--- src/rtl/ddr_dispatch_pkg.sv ---
`default_nettype none
// ============================================================================
//  Module   : ddr_dispatch_pkg
//  Purpose  : Shared state encoding, mode and side constants for the DDR
//             dispatch arbiter.
//  Revision : 1.0  initial release
// ============================================================================
package ddr_dispatch_pkg;

    // Arbiter FSM states
    localparam logic [2:0] ST_IDLE  = 3'd0;
    localparam logic [2:0] ST_WRITE = 3'd1;
    localparam logic [2:0] ST_READ  = 3'd2;
    localparam logic [2:0] ST_DRAIN = 3'd3;
    localparam logic [2:0] ST_TURN  = 3'd4;

    // Dispatcher mode select values
    localparam logic READ_MODE  = 1'b1;
    localparam logic WRITE_MODE = 1'b0;

    // Encoding of the most recently granted side (round-robin memory)
    localparam logic SIDE_WRITE = 1'b0;
    localparam logic SIDE_READ  = 1'b1;

endpackage
`default_nettype wire

--- src/rtl/ddr_dispatch_arbiter_if.sv ---
`default_nettype none
// ============================================================================
//  Module   : ddr_dispatch_arbiter_if
//  Purpose  : Bundle of FIFO status, dispatcher strobes, DDR handshake and
//             arbiter outputs shared between the arbiter and its neighbours.
//  Revision : 1.0  initial release
// ============================================================================
interface ddr_dispatch_arbiter_if;

    logic has_wr_data;
    logic has_wr_adx;
    logic has_rd_req;
    logic get_wr_adx;
    logic get_rd_req;
    logic app_en;
    logic app_rdy;
    logic mode;
    logic wr_allow;
    logic rd_allow;
    logic busy;
    logic err;

    // Environment side: FIFOs, dispatcher and DDR controller
    modport master (
        output has_wr_data, has_wr_adx, has_rd_req,
        output get_wr_adx, get_rd_req, app_en, app_rdy,
        input  mode, wr_allow, rd_allow, busy, err
    );

    // Arbiter side
    modport slave (
        input  has_wr_data, has_wr_adx, has_rd_req,
        input  get_wr_adx, get_rd_req, app_en, app_rdy,
        output mode, wr_allow, rd_allow, busy, err
    );

endinterface
`default_nettype wire

--- src/rtl/ddr_dispatch_arbiter.sv ---
`default_nettype none
// ============================================================================
//  Module   : ddr_dispatch_arbiter
//  Purpose  : Round-robin arbiter for the shared DDR dispatch path. Grants
//             bounded bursts to the write or read queue, drains outstanding
//             commands before switching, then inserts a turnaround gap.
//  Revision : 1.0  initial release
// ============================================================================
module ddr_dispatch_arbiter
    import ddr_dispatch_pkg::*;
#(
    parameter int MAX_BURST   = 16,
    parameter int TURN_CYCLES = 4,
    parameter int PEND_W      = 4
) (
    input wire clk,
    input wire reset,
    ddr_dispatch_arbiter_if.slave arb_if
);

    localparam logic [7:0]        c_BURST_LAST = 8'(MAX_BURST - 1);
    localparam logic [3:0]        c_TURN_LOAD  = 4'(TURN_CYCLES);
    localparam logic [PEND_W-1:0] c_PEND_MAX   = {PEND_W{1'b1}};

    logic [2:0]        r_state;
    logic [2:0]        w_state_nxt;
    logic [PEND_W-1:0] r_pend;
    logic [7:0]        r_burst;
    logic [3:0]        r_turn;
    logic              r_last_side;
    logic              r_mode;
    logic              r_wr_allow;
    logic              r_rd_allow;
    logic              r_busy;
    logic              r_err;

    logic w_has_wr;
    logic w_has_rd;
    logic w_accept;
    logic w_pop;
    logic w_burst_last;

    assign w_has_wr     = arb_if.has_wr_data & arb_if.has_wr_adx;
    assign w_has_rd     = arb_if.has_rd_req;
    assign w_accept     = arb_if.app_en & arb_if.app_rdy;
    // Pops are attributed to the side currently selected by mode, which also
    // covers the pop that may land in the final cycle of a burst.
    assign w_pop        = (r_mode == READ_MODE) ? arb_if.get_rd_req : arb_if.get_wr_adx;
    // The MAX_BURST-th accept ends the burst in the same cycle it occurs.
    assign w_burst_last = w_accept && (r_burst == c_BURST_LAST);

    // Next-state selection: round-robin grant, burst end, drain, turnaround
    always_comb begin
        w_state_nxt = r_state;
        case (r_state)
            ST_IDLE: begin
                if (w_has_wr && w_has_rd) begin
                    w_state_nxt = (r_last_side == SIDE_READ) ? ST_WRITE : ST_READ;
                end else if (w_has_wr) begin
                    w_state_nxt = ST_WRITE;
                end else if (w_has_rd) begin
                    w_state_nxt = ST_READ;
                end
            end
            ST_WRITE: if (!w_has_wr || w_burst_last) w_state_nxt = ST_DRAIN;
            ST_READ:  if (!w_has_rd || w_burst_last) w_state_nxt = ST_DRAIN;
            ST_DRAIN: begin
                if ((r_pend == '0) && !arb_if.app_en) begin
                    w_state_nxt = (TURN_CYCLES == 0) ? ST_IDLE : ST_TURN;
                end
            end
            ST_TURN:  if (r_turn <= 4'd1) w_state_nxt = ST_IDLE;
            default:  w_state_nxt = ST_IDLE;
        endcase
    end

    // State register plus registered allow/busy outputs decoded from next state
    always_ff @(posedge clk) begin
        if (reset) begin
            r_state    <= ST_IDLE;
            r_wr_allow <= 1'b0;
            r_rd_allow <= 1'b0;
            r_busy     <= 1'b0;
        end else begin
            r_state    <= w_state_nxt;
            r_wr_allow <= (w_state_nxt == ST_WRITE);
            r_rd_allow <= (w_state_nxt == ST_READ);
            r_busy     <= (w_state_nxt != ST_IDLE);
        end
    end

    // Mode and round-robin memory change only when a grant is issued from IDLE
    always_ff @(posedge clk) begin
        if (reset) begin
            r_mode      <= WRITE_MODE;
            r_last_side <= SIDE_READ;
        end else if (r_state == ST_IDLE) begin
            if (w_state_nxt == ST_WRITE) begin
                r_mode      <= WRITE_MODE;
                r_last_side <= SIDE_WRITE;
            end else if (w_state_nxt == ST_READ) begin
                r_mode      <= READ_MODE;
                r_last_side <= SIDE_READ;
            end
        end
    end

    // Burst accept counter, cleared while waiting for the next grant
    always_ff @(posedge clk) begin
        if (reset || (r_state == ST_IDLE)) begin
            r_burst <= '0;
        end else if (((r_state == ST_WRITE) || (r_state == ST_READ)) && w_accept) begin
            r_burst <= r_burst + 8'd1;
        end
    end

    // Turnaround countdown, loaded when the drain completes
    always_ff @(posedge clk) begin
        if (reset) begin
            r_turn <= '0;
        end else if ((r_state == ST_DRAIN) && (w_state_nxt == ST_TURN)) begin
            r_turn <= c_TURN_LOAD;
        end else if ((r_state == ST_TURN) && (r_turn != '0)) begin
            r_turn <= r_turn - 4'd1;
        end
    end

    // Outstanding-command counter with saturation and sticky error
    always_ff @(posedge clk) begin
        if (reset) begin
            r_pend <= '0;
            r_err  <= 1'b0;
        end else if (w_pop && !w_accept) begin
            if (r_pend == c_PEND_MAX) r_err  <= 1'b1;
            else                      r_pend <= r_pend + 1'b1;
        end else if (!w_pop && w_accept) begin
            if (r_pend == '0)         r_err  <= 1'b1;
            else                      r_pend <= r_pend - 1'b1;
        end
    end

    assign arb_if.mode     = r_mode;
    assign arb_if.wr_allow = r_wr_allow;
    assign arb_if.rd_allow = r_rd_allow;
    assign arb_if.busy     = r_busy;
    assign arb_if.err      = r_err;

endmodule
`default_nettype wire
--- src/flat_wrapper.sv ---
// flat-port wrapper written by rule: the top's interface ports become plain ports
module ddr_dispatch_arbiter_flat import ddr_dispatch_pkg::*;
#(
    parameter int MAX_BURST   = 16,
    parameter int TURN_CYCLES = 4,
    parameter int PEND_W      = 4
)
  (clk, reset, arb_if_has_wr_data, arb_if_has_wr_adx, arb_if_has_rd_req, arb_if_get_wr_adx, arb_if_get_rd_req, arb_if_app_en, arb_if_app_rdy, arb_if_mode, arb_if_wr_allow, arb_if_rd_allow, arb_if_busy, arb_if_err);
  ddr_dispatch_arbiter_if arb_if_i ();
  input wire clk;
  input wire reset;
  input wire logic [$bits(arb_if_i.has_wr_data)-1:0] arb_if_has_wr_data;
  input wire logic [$bits(arb_if_i.has_wr_adx)-1:0] arb_if_has_wr_adx;
  input wire logic [$bits(arb_if_i.has_rd_req)-1:0] arb_if_has_rd_req;
  input wire logic [$bits(arb_if_i.get_wr_adx)-1:0] arb_if_get_wr_adx;
  input wire logic [$bits(arb_if_i.get_rd_req)-1:0] arb_if_get_rd_req;
  input wire logic [$bits(arb_if_i.app_en)-1:0] arb_if_app_en;
  input wire logic [$bits(arb_if_i.app_rdy)-1:0] arb_if_app_rdy;
  output wire logic [$bits(arb_if_i.mode)-1:0] arb_if_mode;
  output wire logic [$bits(arb_if_i.wr_allow)-1:0] arb_if_wr_allow;
  output wire logic [$bits(arb_if_i.rd_allow)-1:0] arb_if_rd_allow;
  output wire logic [$bits(arb_if_i.busy)-1:0] arb_if_busy;
  output wire logic [$bits(arb_if_i.err)-1:0] arb_if_err;
  assign arb_if_i.has_wr_data = arb_if_has_wr_data;
  assign arb_if_i.has_wr_adx = arb_if_has_wr_adx;
  assign arb_if_i.has_rd_req = arb_if_has_rd_req;
  assign arb_if_i.get_wr_adx = arb_if_get_wr_adx;
  assign arb_if_i.get_rd_req = arb_if_get_rd_req;
  assign arb_if_i.app_en = arb_if_app_en;
  assign arb_if_i.app_rdy = arb_if_app_rdy;
  assign arb_if_mode = arb_if_i.mode;
  assign arb_if_wr_allow = arb_if_i.wr_allow;
  assign arb_if_rd_allow = arb_if_i.rd_allow;
  assign arb_if_busy = arb_if_i.busy;
  assign arb_if_err = arb_if_i.err;
  ddr_dispatch_arbiter #(.MAX_BURST(MAX_BURST), .TURN_CYCLES(TURN_CYCLES), .PEND_W(PEND_W)) u_core (.clk(clk), .reset(reset), .arb_if(arb_if_i));
endmodule
--- config.mk ---
export PLATFORM = sky130hd
export DESIGN_NAME = ddr_dispatch_arbiter_flat
export DESIGN_NICKNAME = d
export VERILOG_FILES = /design/src/rtl/ddr_dispatch_pkg.sv /design/src/rtl/ddr_dispatch_arbiter_if.sv /design/src/rtl/ddr_dispatch_arbiter.sv /design/src/flat_wrapper.sv
export SDC_FILE = /design/constraint.sdc
export NUM_CORES = 1
export LEC_CHECK = 0
export CORE_MARGIN = 1
export CORE_UTILIZATION = 28
export DETAILED_ROUTE_END_ITERATION = 7
export PLACE_DENSITY_LB_ADDON = 0.15
export REMOVE_ABC_BUFFERS = 1
export SYNTH_ARGS = -nofsm -noshare
export SYNTH_HDL_FRONTEND = slang
export SYNTH_SLANG_ARGS = --single-unit
export TNS_END_PERCENT = 100
--- constraint.sdc ---
create_clock -name clk -period 2.75 [get_ports clk]
set_input_delay 0.4125 -clock clk [delete_from_list [all_inputs] [get_ports clk]]
set_output_delay 0.4125 -clock clk [all_outputs]
set_load 0.02 [all_outputs]
[Word level (Yosys, flattened, before mapping)]
Index checks and enable logic that the tools add are counted.
Storage, ports and cells
  bits in latches: 0
  memories kept: 0
  bits in writable memories: 0
  bits in registers: 25
  memory bits (read-only): 0
Cells by class
  $lt $le $gt $ge: 1
  shifts and indexed selects: 0
  bitwise gates (word level): 2
  add/subtract/negate cells: 4
  divide/modulo/power cells: 0
  reductions and logical operators: 29
  mux-type cells: 22
  equal/unequal tests: 12
  multiply operators: 0
Operator list (number)
  2-to-1 mux 3 bit: 9
  2-to-1 mux 4 bit: 4
  one-hot mux 3 bit (5 select lines): 1
  == test 3 x 2 -> 1 bit, second input constant: 3
  adder 8 x 1 -> 8 bit, second input constant: 1
  == test 8 x 4 -> 1 bit, second input constant: 1
  logical AND 1 bit: 8
  nonzero test 2 bit: 4
  subtractor 4 x 1 -> 4 bit, second input constant: 2
  2-to-1 mux 1 bit: 7
  == test 3 x 1 -> 1 bit, second input constant: 2
  == test 3 bit, second input constant: 2
  inequality test 2 bit, second input constant: 3
  AND reduction 3 bit: 2
  zero test 1 bit: 5
  adder 4 x 1 -> 4 bit, second input constant: 1
  == test 4 bit, second input constant: 1
  less-or-equal comparator 4 x 1 -> 1 bit, second input constant: 1
  zero test 4 bit: 1
  logical OR 1 bit: 4
  nonzero test 4 bit: 1
  zero test 3 bit: 1
  nonzero test 3 bit: 1
  bitwise AND 1 bit: 2
  3 further kinds: 3

[Depth between registers and ports, before layout]
Gate-level depths: netlist (run 1).
  word-level depth: 8
  depth in mapped cells: 9
  gate-level depth less buffers: 9

[Worst setup path after synthesis (run 1)]
OpenSTA, ideal clock, no wires.
  kind: register to register
  start: register u_core.r_mode (netlist: u_core.arb_if.mode)
  end: register u_core.r_pend[3]
  path slack: 485 ps
  cell stages (with the launch flop): 10
  path buffers: 0
  arrival: 2194 ps
  period minus slack after synthesis: 2265 ps
  setup time: 71 ps
  path through: dfxtp_1 mux2_2 ha_1 inv_1 ha_1 a21o_1 a21oi_1 xnor2_1 or3_1 a21oi_1
Between the ends
  word-level cells in the longest chain between the ends: 5
Ends and longest elaborated chain
  from (decl): line ddr_dispatch_arbiter.sv:31  | logic r_mode;
  from (signal assigned): line ddr_dispatch_arbiter.sv:95  | r_mode <= WRITE_MODE;
  from (signal assigned): line ddr_dispatch_arbiter.sv:99  | r_mode <= WRITE_MODE;
  from (signal assigned): line ddr_dispatch_arbiter.sv:102  | r_mode <= READ_MODE;
  2-to-1 mux 1 bit (*): line ddr_dispatch_arbiter.sv:48  | assign w_pop = (r_mode == READ_MODE) ? arb_if.get_rd_req : arb_if.get_wr_adx;
  zero test 1 bit: line ddr_dispatch_arbiter.sv:136  | end else if (!w_pop && w_accept) begin
  logical AND 1 bit: line ddr_dispatch_arbiter.sv:136
  nonzero test 2 bit (no source line)
  AND reduction 3 bit (no source line)
  to (signal assigned): line ddr_dispatch_arbiter.sv:135  | else r_pend <= r_pend + 1'b1;
  to (signal assigned): line ddr_dispatch_arbiter.sv:138  | else r_pend <= r_pend - 1'b1;
  to (decl): line ddr_dispatch_arbiter.sv:27  | logic [PEND_W-1:0] r_pend;
Mark *: on every way between the ends. The rest lies on a longest branch, timed or not.
A chain may end at the register's enable or synchronous reset.

[Worst setup path after layout (run 1)]
  start: input port arb_if_app_en
  end: register u_core.r_pend[3]
Between the ends
  word-level cells in the longest chain between the ends: 5
Ends and longest elaborated chain
  from (decl): line flat_wrapper.sv:17  | input wire logic [$bits(arb_if_i.app_en)-1:0] arb_if_app_en;
  bitwise AND 1 bit (*): line ddr_dispatch_arbiter.sv:45  | assign w_accept = arb_if.app_en & arb_if.app_rdy;
  zero test 1 bit: line ddr_dispatch_arbiter.sv:133  | end else if (w_pop && !w_accept) begin
  logical AND 1 bit: line ddr_dispatch_arbiter.sv:133
  inequality test 2 bit (no source line) / nonzero test 2 bit (equally long branches)
  AND reduction 3 bit (no source line)
Marks and branches as above.

==> results of run 1 <==
==> critical path: stages <==
cell and delay (ns):
clkdlybuf4s50_1 0.56, nand2_1 0.12, ha_1 0.26, inv_1 0.13, ha_1 0.24, a21o_1 0.17, a21oi_1 0.17, xnor2_1 0.09
or3_1 0.30, a21oi_1 0.14
==> layout make-up <==
type	count	area (sq um)
clock buffers	3	41.3
clock inverters	1	5.00
fillers	460	2900
inverters	7	26.3
multi-input cells	110	792
flip-flops and latches	25	500
well taps	52	65.1
repair buffers	15	145
==> layout by cell type (no fill, tap or decap), drive strengths merged, types with 2 or more instances in the layout <==
| cell | netlist | layout |
|---|---|---|
| nor3 | 8 | 8 |
| or3 | 2 | 2 |
| clkdlybuf4s50 | 0 | 13 |
| buf | 3 | 2 |
| nand3 | 5 | 5 |
| clkbuf | 2 | 3 |
| nand2 | 8 | 8 |
| inv | 7 | 7 |
| xnor2 | 6 | 6 |
| o21ai | 3 | 3 |
| a2111oi | 2 | 2 |
| a21oi | 7 | 7 |
| nor2 | 19 | 19 |
| or4 | 2 | 2 |
| xor2 | 7 | 7 |
| ha | 7 | 7 |
| o32ai | 2 | 2 |
| and3 | 2 | 2 |
| nor4 | 4 | 4 |
| a21o | 2 | 2 |
| a311oi | 2 | 2 |
| nand2b | 6 | 6 |
| mux2i | 2 | 2 |
| dfxtp | 25 | 25 |
==> per-stage QoR <==
stage | hold slack (ns) | std cells | power, mW | setup slack, ns | util [%]
after global placement | 0.461 | 209 | 0.973 | 0.104 | 34.2
final | 0.491 | 213 | 1.19 | 0.349 | 35.2
after detailed placement | 0.473 | 209 | 0.979 | 0.0507 | 34.2
after floorplan | 0.465 | 142 | 0.843 | 0.486 | -
after CTS | 0.509 | 213 | 1.21 | 0.333 | 35.2
after global routing | 0.534 | 213 | 1.28 | 0.195 | 35.2
==> state kept, by name, summed over array words and instances (netlist names) <==
signal                  cells
u_core.arb_if.busy          1
u_core.arb_if.err           1
u_core.arb_if.mode          1
u_core.arb_if.rd_allow      1
u_core.arb_if.wr_allow      1
u_core.r_burst              8
u_core.r_last_side          1
u_core.r_pend               4
u_core.r_state              3
u_core.r_turn               4
==> cells in the mapped netlist <==
library cell	count	share of area, %
a311o_1	1	0.75
nor4_2	1	0.93
nor2_1	19	5.3
inv_1	7	2.0
a31oi_1	1	0.47
or4_1	1	0.56
or3_1	2	0.93
o22ai_1	1	0.47
a2111oi_0	1	0.65
nor4_1	3	1.4
o221a_4	1	1.5
o31ai_1	1	0.56
a2111oi_2	1	1.1
mux2_2	1	0.84
fa_1	1	1.5
a311oi_1	2	1.3
or4b_1	1	0.75
nor2b_1	1	0.47
a21boi_0	1	0.56
buf_2	3	1.1
o32ai_2	2	2.4
nor3_2	1	0.75
nor3_1	7	2.6
or4_4	1	0.84
nand4_2	1	0.93
clkbuf_1	2	0.56
dfxtp_1	25	37
nand2_1	8	2.2
nand3_1	5	1.9
ha_1	7	6.5
nor3b_1	1	0.56
mux2i_1	2	1.5
and3_1	2	0.93
xor2_1	7	4.6
o21a_4	1	1.1
o21ai_0	3	1.1
nand2b_1	6	2.8
xnor2_1	6	3.9
a21o_1	2	1.1
a211oi_1	1	0.56
a21oi_1	7	2.6
==> how the worst min path moves through the flow <==
| stage | startpoint | end | slack (ns) | cells past startpoint |
|---|---|---|---|---|
| after floorplan | u_core.r_pend[3]$_SDFFE_PP0P_ | u_core.r_pend[3]$_SDFFE_PP0P_ | 0.46 | 2 |
| final | u_core.arb_if.err$_SDFFE_PP0P_ | u_core.arb_if.err$_SDFFE_PP0P_ | 0.49 | 2 |
| after global routing | u_core.r_pend[3]$_SDFFE_PP0P_ | u_core.r_pend[3]$_SDFFE_PP0P_ | 0.53 | 2 |
| after global placement | u_core.arb_if.err$_SDFFE_PP0P_ | u_core.arb_if.err$_SDFFE_PP0P_ | 0.46 | 2 |
| after detailed placement | u_core.arb_if.err$_SDFFE_PP0P_ | u_core.arb_if.err$_SDFFE_PP0P_ | 0.47 | 2 |
| after CTS | u_core.arb_if.err$_SDFFE_PP0P_ | u_core.arb_if.err$_SDFFE_PP0P_ | 0.51 | 2 |
==> cell families after synthesis <==
group | share of synthesized area (%)
XOR/XNOR | 8.49
flip-flops | 37.3
multiplexers | 2.33
AO/OA/AOI/OAI | 16.3
AND/OR/NAND/NOR | 23.9
buffers and inverters | 3.64
adder cells (fa/ha/maj) | 8.02
==> metal layers <==
| metal | vias to the layer above | GRT usage, % |
|---|---|---|
| met5 | - | 0 |
| met4 | 0 | 4.00 |
| met3 | 2 | 2.67 |
| met2 | 12 | 21.0 |
| met1 | 491 | 14.6 |
| li1 | 549 | - |
==> power breakdown <==
| group | leakage, nW | switching, mW | internal, mW |
|---|---|---|---|
| combinational | 0.342 | 0.235 | 0.237 |
| sequential | 0.204 | 0.0750 | 0.422 |
| clock | 0.0255 | 0.121 | 0.101 |
==> results.ini, run 1 <==
[run_status]
outcome=complete, no violations

[cts]
htreeDepth=1
ctsHoldBuffers=0
ctsResizeCount=0
clk_latency_ns=0.27
clkSlewWorstSetupHoldPaths_ns=0.10
cts_buffer_depth=2
postCtsSetupRepairBufs=0
cts_sinks=25
cts_root_buf=clkbuf_8
cts_buffers=3
cts_tree=done

[routing]
wl_met2_mm=1.33
route.top_layer_used=met4
wl_mm=2.73
drc=0
met1Wirelength_mm=1.29
drt_first_pass_iters=4
vias=1054
vias_per_cell=4.95
met3WireLength_microns=83
route.antenna.remaining_nets=0
wl_per_cell_microns=12.8
initialDrtViolationCount=21

[synthesis]
synth-seq-area-share_pct=37.3
synth.distinct_cells=41
ys_ff_latch=25
yosys_warnings=0
syn_area_sq_mm=0.00134
avgSynthCellArea_sq_um=9.12
syn_inst=147

[setup_path]
crit_end=u_core.r_pend[3]$_SDFFE_PP0P_
crit_type=input pin to flip-flop
required_ns=2.95
r2r-end=u_core.r_pend[3]$_SDFFE_PP0P_
critPathArrivalTime_ns=2.60
reg2reg_slack_ns=0.42
path_max_fanout=4
setup.worst_path.start=arb_if_app_en
cp-start-kind=input pin
timing.rr.start=u_core.arb_if.mode$_SDFFE_PP0P_
ff2ff_path_depth=9
critPathCaptureType=flip-flop

[die]
row_count=24
start_util_pct=30.0
die_h_microns=71.2
fp.dieW_microns=71.2
coreArea_sq_mm=0.00447
pin_count=14
die_area_sq_mm=0.00507

[cells_and_area]
syn_to_final_growth_pct=17.4
nets=179
final_area_sq_mm=0.00158
antenna_cells=0
drive_above_1_share_pct=9.94

[timing]
setup_tns_ns=0
fin_skew_ns=0.00922
hold_viol_final=0
setup_viol=0
timing.slew.headroom_pct=55.0
rsz0062_at_grt=false
worstMarginPinSlew_ns=0.668
slew_violations=0
fmax_mhz=417
final.period_utilization_pct=87.3
final.min_clock_period_ns=2.40

[global_route]
grt_max_degree=17
grt.overflow.total=0
grt_pass1_vias=1097
grtUsageTotal_pct=12.0
grt_pass1_wl_mm=4.83
grt_antenna_before_repair=0

[placement]
gp_congestion=0.734
dp_hpwl_mm=2.06
place_area_sq_mm=0.00153
portBuffers=13

[job]
max-cap-violations=0

[power_and_ir_drop]
ir_drop_uv=536
power_leakage_nw=0.572
power.density_mw_per_mm2=756

[hold_path]
hold_path.class=flip-flop to flip-flop

Power figures use the tool's default switching activity.
==> inputs of run 2 (changes only) <==
--- a/config.mk
+++ b/config.mk
@@ -6,7 +6,7 @@
 export NUM_CORES = 1
 export LEC_CHECK = 0
 export CORE_MARGIN = 1
-export CORE_UTILIZATION = 28
+export CORE_UTILIZATION = 40
 export DETAILED_ROUTE_END_ITERATION = 7
 export PLACE_DENSITY_LB_ADDON = 0.15
 export REMOVE_ABC_BUFFERS = 1
==> run 2 against run 1 <==
Effect of this change: die area shrank 29%; register-to-register slack worse by 0.05 ns; first-iteration DRC count increased to 3.0 times the previous value; flip-flop and latch count is the same; sequential power hardly changed; cell count is 3.3% lower; total power fell by 3.3%; critical endpoint unchanged; largest cell class unchanged.
==> results.ini, run 2 (synthesis results as in run 1) <==
[cells_and_area]
reg_top3=u_core.r_burst: 8 flops, u_core.r_pend: 4 flops, u_core.r_turn: 4 flops
syn_to_final_growth_pct=16.0
final_cell_mix=dfxtp_1 (25), nor2_1 (19), clkdlybuf4s50_1 (13), nand2_1 (8)
largest_reg_flops=8
drive_above_1_share_pct=10.5
final_cells=206
top_register=u_core.r_burst
antenna_cells=0
fill_cells=301
layout_commonest_cell=dfxtp_1
nets=180

[timing]
worstMarginPinSlew_ns=0.637
holdWs_ns=0.493
slew_violations=0
timing.slew.headroom_pct=57.4
setup_ws_ns=0.366
hold_viol_final=0
setup_tns_ns=0
fin_skew_ns=0.0218
final.min_clock_period_ns=2.38
rsz0062_at_grt=false
setup_viol=0
final.period_utilization_pct=86.7
fmax_mhz=419

[routing]
drt_first_pass_iters=6
route.antenna.remaining_nets=0
wl_per_cell_microns=12.9
initialDrtViolationCount=63
drc=0
vias=1081
vias_per_cell=5.25
wl_mm=2.66

[cts]
cts_root_buf=clkbuf_4
postCtsSetupRepairBufs=0
clkSlewWorstSetupHoldPaths_ns=0.16
ctsResizeCount=0
cts_buffers=3
clk_latency_ns=0.34
ctsHoldBuffers=0
cts_sinks=25
cts_buffer_depth=2
cts_tree=done
htreeDepth=1

[global_route]
grt_max_degree=17
grt.overflow.total=0
grt_antenna_before_repair=0
grt_pass1_wl_mm=4.56
grt_pass1_vias=1007
grtUsageTotal_pct=17.1

[setup_path]
required_ns=3.04
path_max_fanout=4
crit_type=flip-flop to flip-flop
critPathArrivalTime_ns=2.67
cp-start-kind=flip-flop
critPathCaptureType=flip-flop

[power_and_ir_drop]
ir_drop_uv=462
power_leakage_nw=0.565
switchingPower_uw=437
power.density_mw_per_mm2=740
power_mw=1.15
seq_power_share_pct=43.4
combinationalPowerShare_pct=41.5
p_sw_share_pct=38.0
internal_power_uw=714
pwr-share-clk_pct=15.1

[placement]
post-place-ws_ns=0.0624
place_inst=202
dp_hpwl_mm=1.97
gp_congestion=0.854
portBuffers=13

[die]
coreArea_sq_mm=0.00313
die_area_sq_mm=0.00359
start_util_pct=42.9
row_count=20
fp.dieW_microns=59.9
die_h_microns=59.9
pin_count=14

[job]
max-cap-violations=0

[hold_path]
hold_path.class=flip-flop to flip-flop

[run_status]
outcome=complete, no violations

run 2: critical path: stages (launching register included):
cell	delay (ns)
dfxtp_1	0.44
mux2_2	0.36
ha_1	0.23
inv_1	0.14
ha_1	0.25
a21o_1	0.19
a21oi_1	0.18
xnor2_1	0.10
or3_1	0.32
a21oi_1	0.14
run 2: worst paths after layout:
check                           slack, ns                             end                       startpoint  depth (start not counted)
worst max-delay path                 0.37   u_core.r_pend[3]$_SDFFE_PP0P_  u_core.arb_if.mode$_SDFFE_PP0P_                          9
worst min-delay path                 0.49  u_core.arb_if.err$_SDFFE_PP0P_   u_core.arb_if.err$_SDFFE_PP0P_                          2
worst max register to register       0.37   u_core.r_pend[3]$_SDFFE_PP0P_  u_core.arb_if.mode$_SDFFE_PP0P_                          9
worst min register to register       0.49  u_core.arb_if.err$_SDFFE_PP0P_   u_core.arb_if.err$_SDFFE_PP0P_                          2
run 2: layout make-up:
class / instances / area, sq um / share of cell area [%]
repair buffers: 16 / 153 / 9.81
clock inverters: 1 / 7.51 / 0.482
clock buffers: 3 / 22.5 / 1.45
well taps: 44 / 55.1 / 3.54
multi-input cells: 110 / 792 / 50.9
flip-flops and latches: 25 / 500 / 32.2
inverters: 7 / 26.3 / 1.69
run 2: metal layers:
layer,track usage [%],wire (microns)
met5,0,0
met4,2.99,22
met3,4.55,105
met2,27.6,1190
met1,23.1,1350
run 2: power groups by stage:
stage	logic, mW	registers (mW)	clock network [mW]
floorplan	0.332	0.511	0
global placement	0.460	0.504	0
detailed placement	0.475	0.507	0
CTS	0.478	0.499	0.180
global route	0.524	0.511	0.198
finish	0.478	0.500	0.174
run 2: per-stage QoR:
stage          cell area, sq um  util [%]
2_1_floorplan              1320         -
3_3_place_gp               1530      48.8
3_5_place_dp               1530      48.8
4_1_cts                    1560      49.8
5_1_grt                    1560      49.8
6_report                   1560      49.8
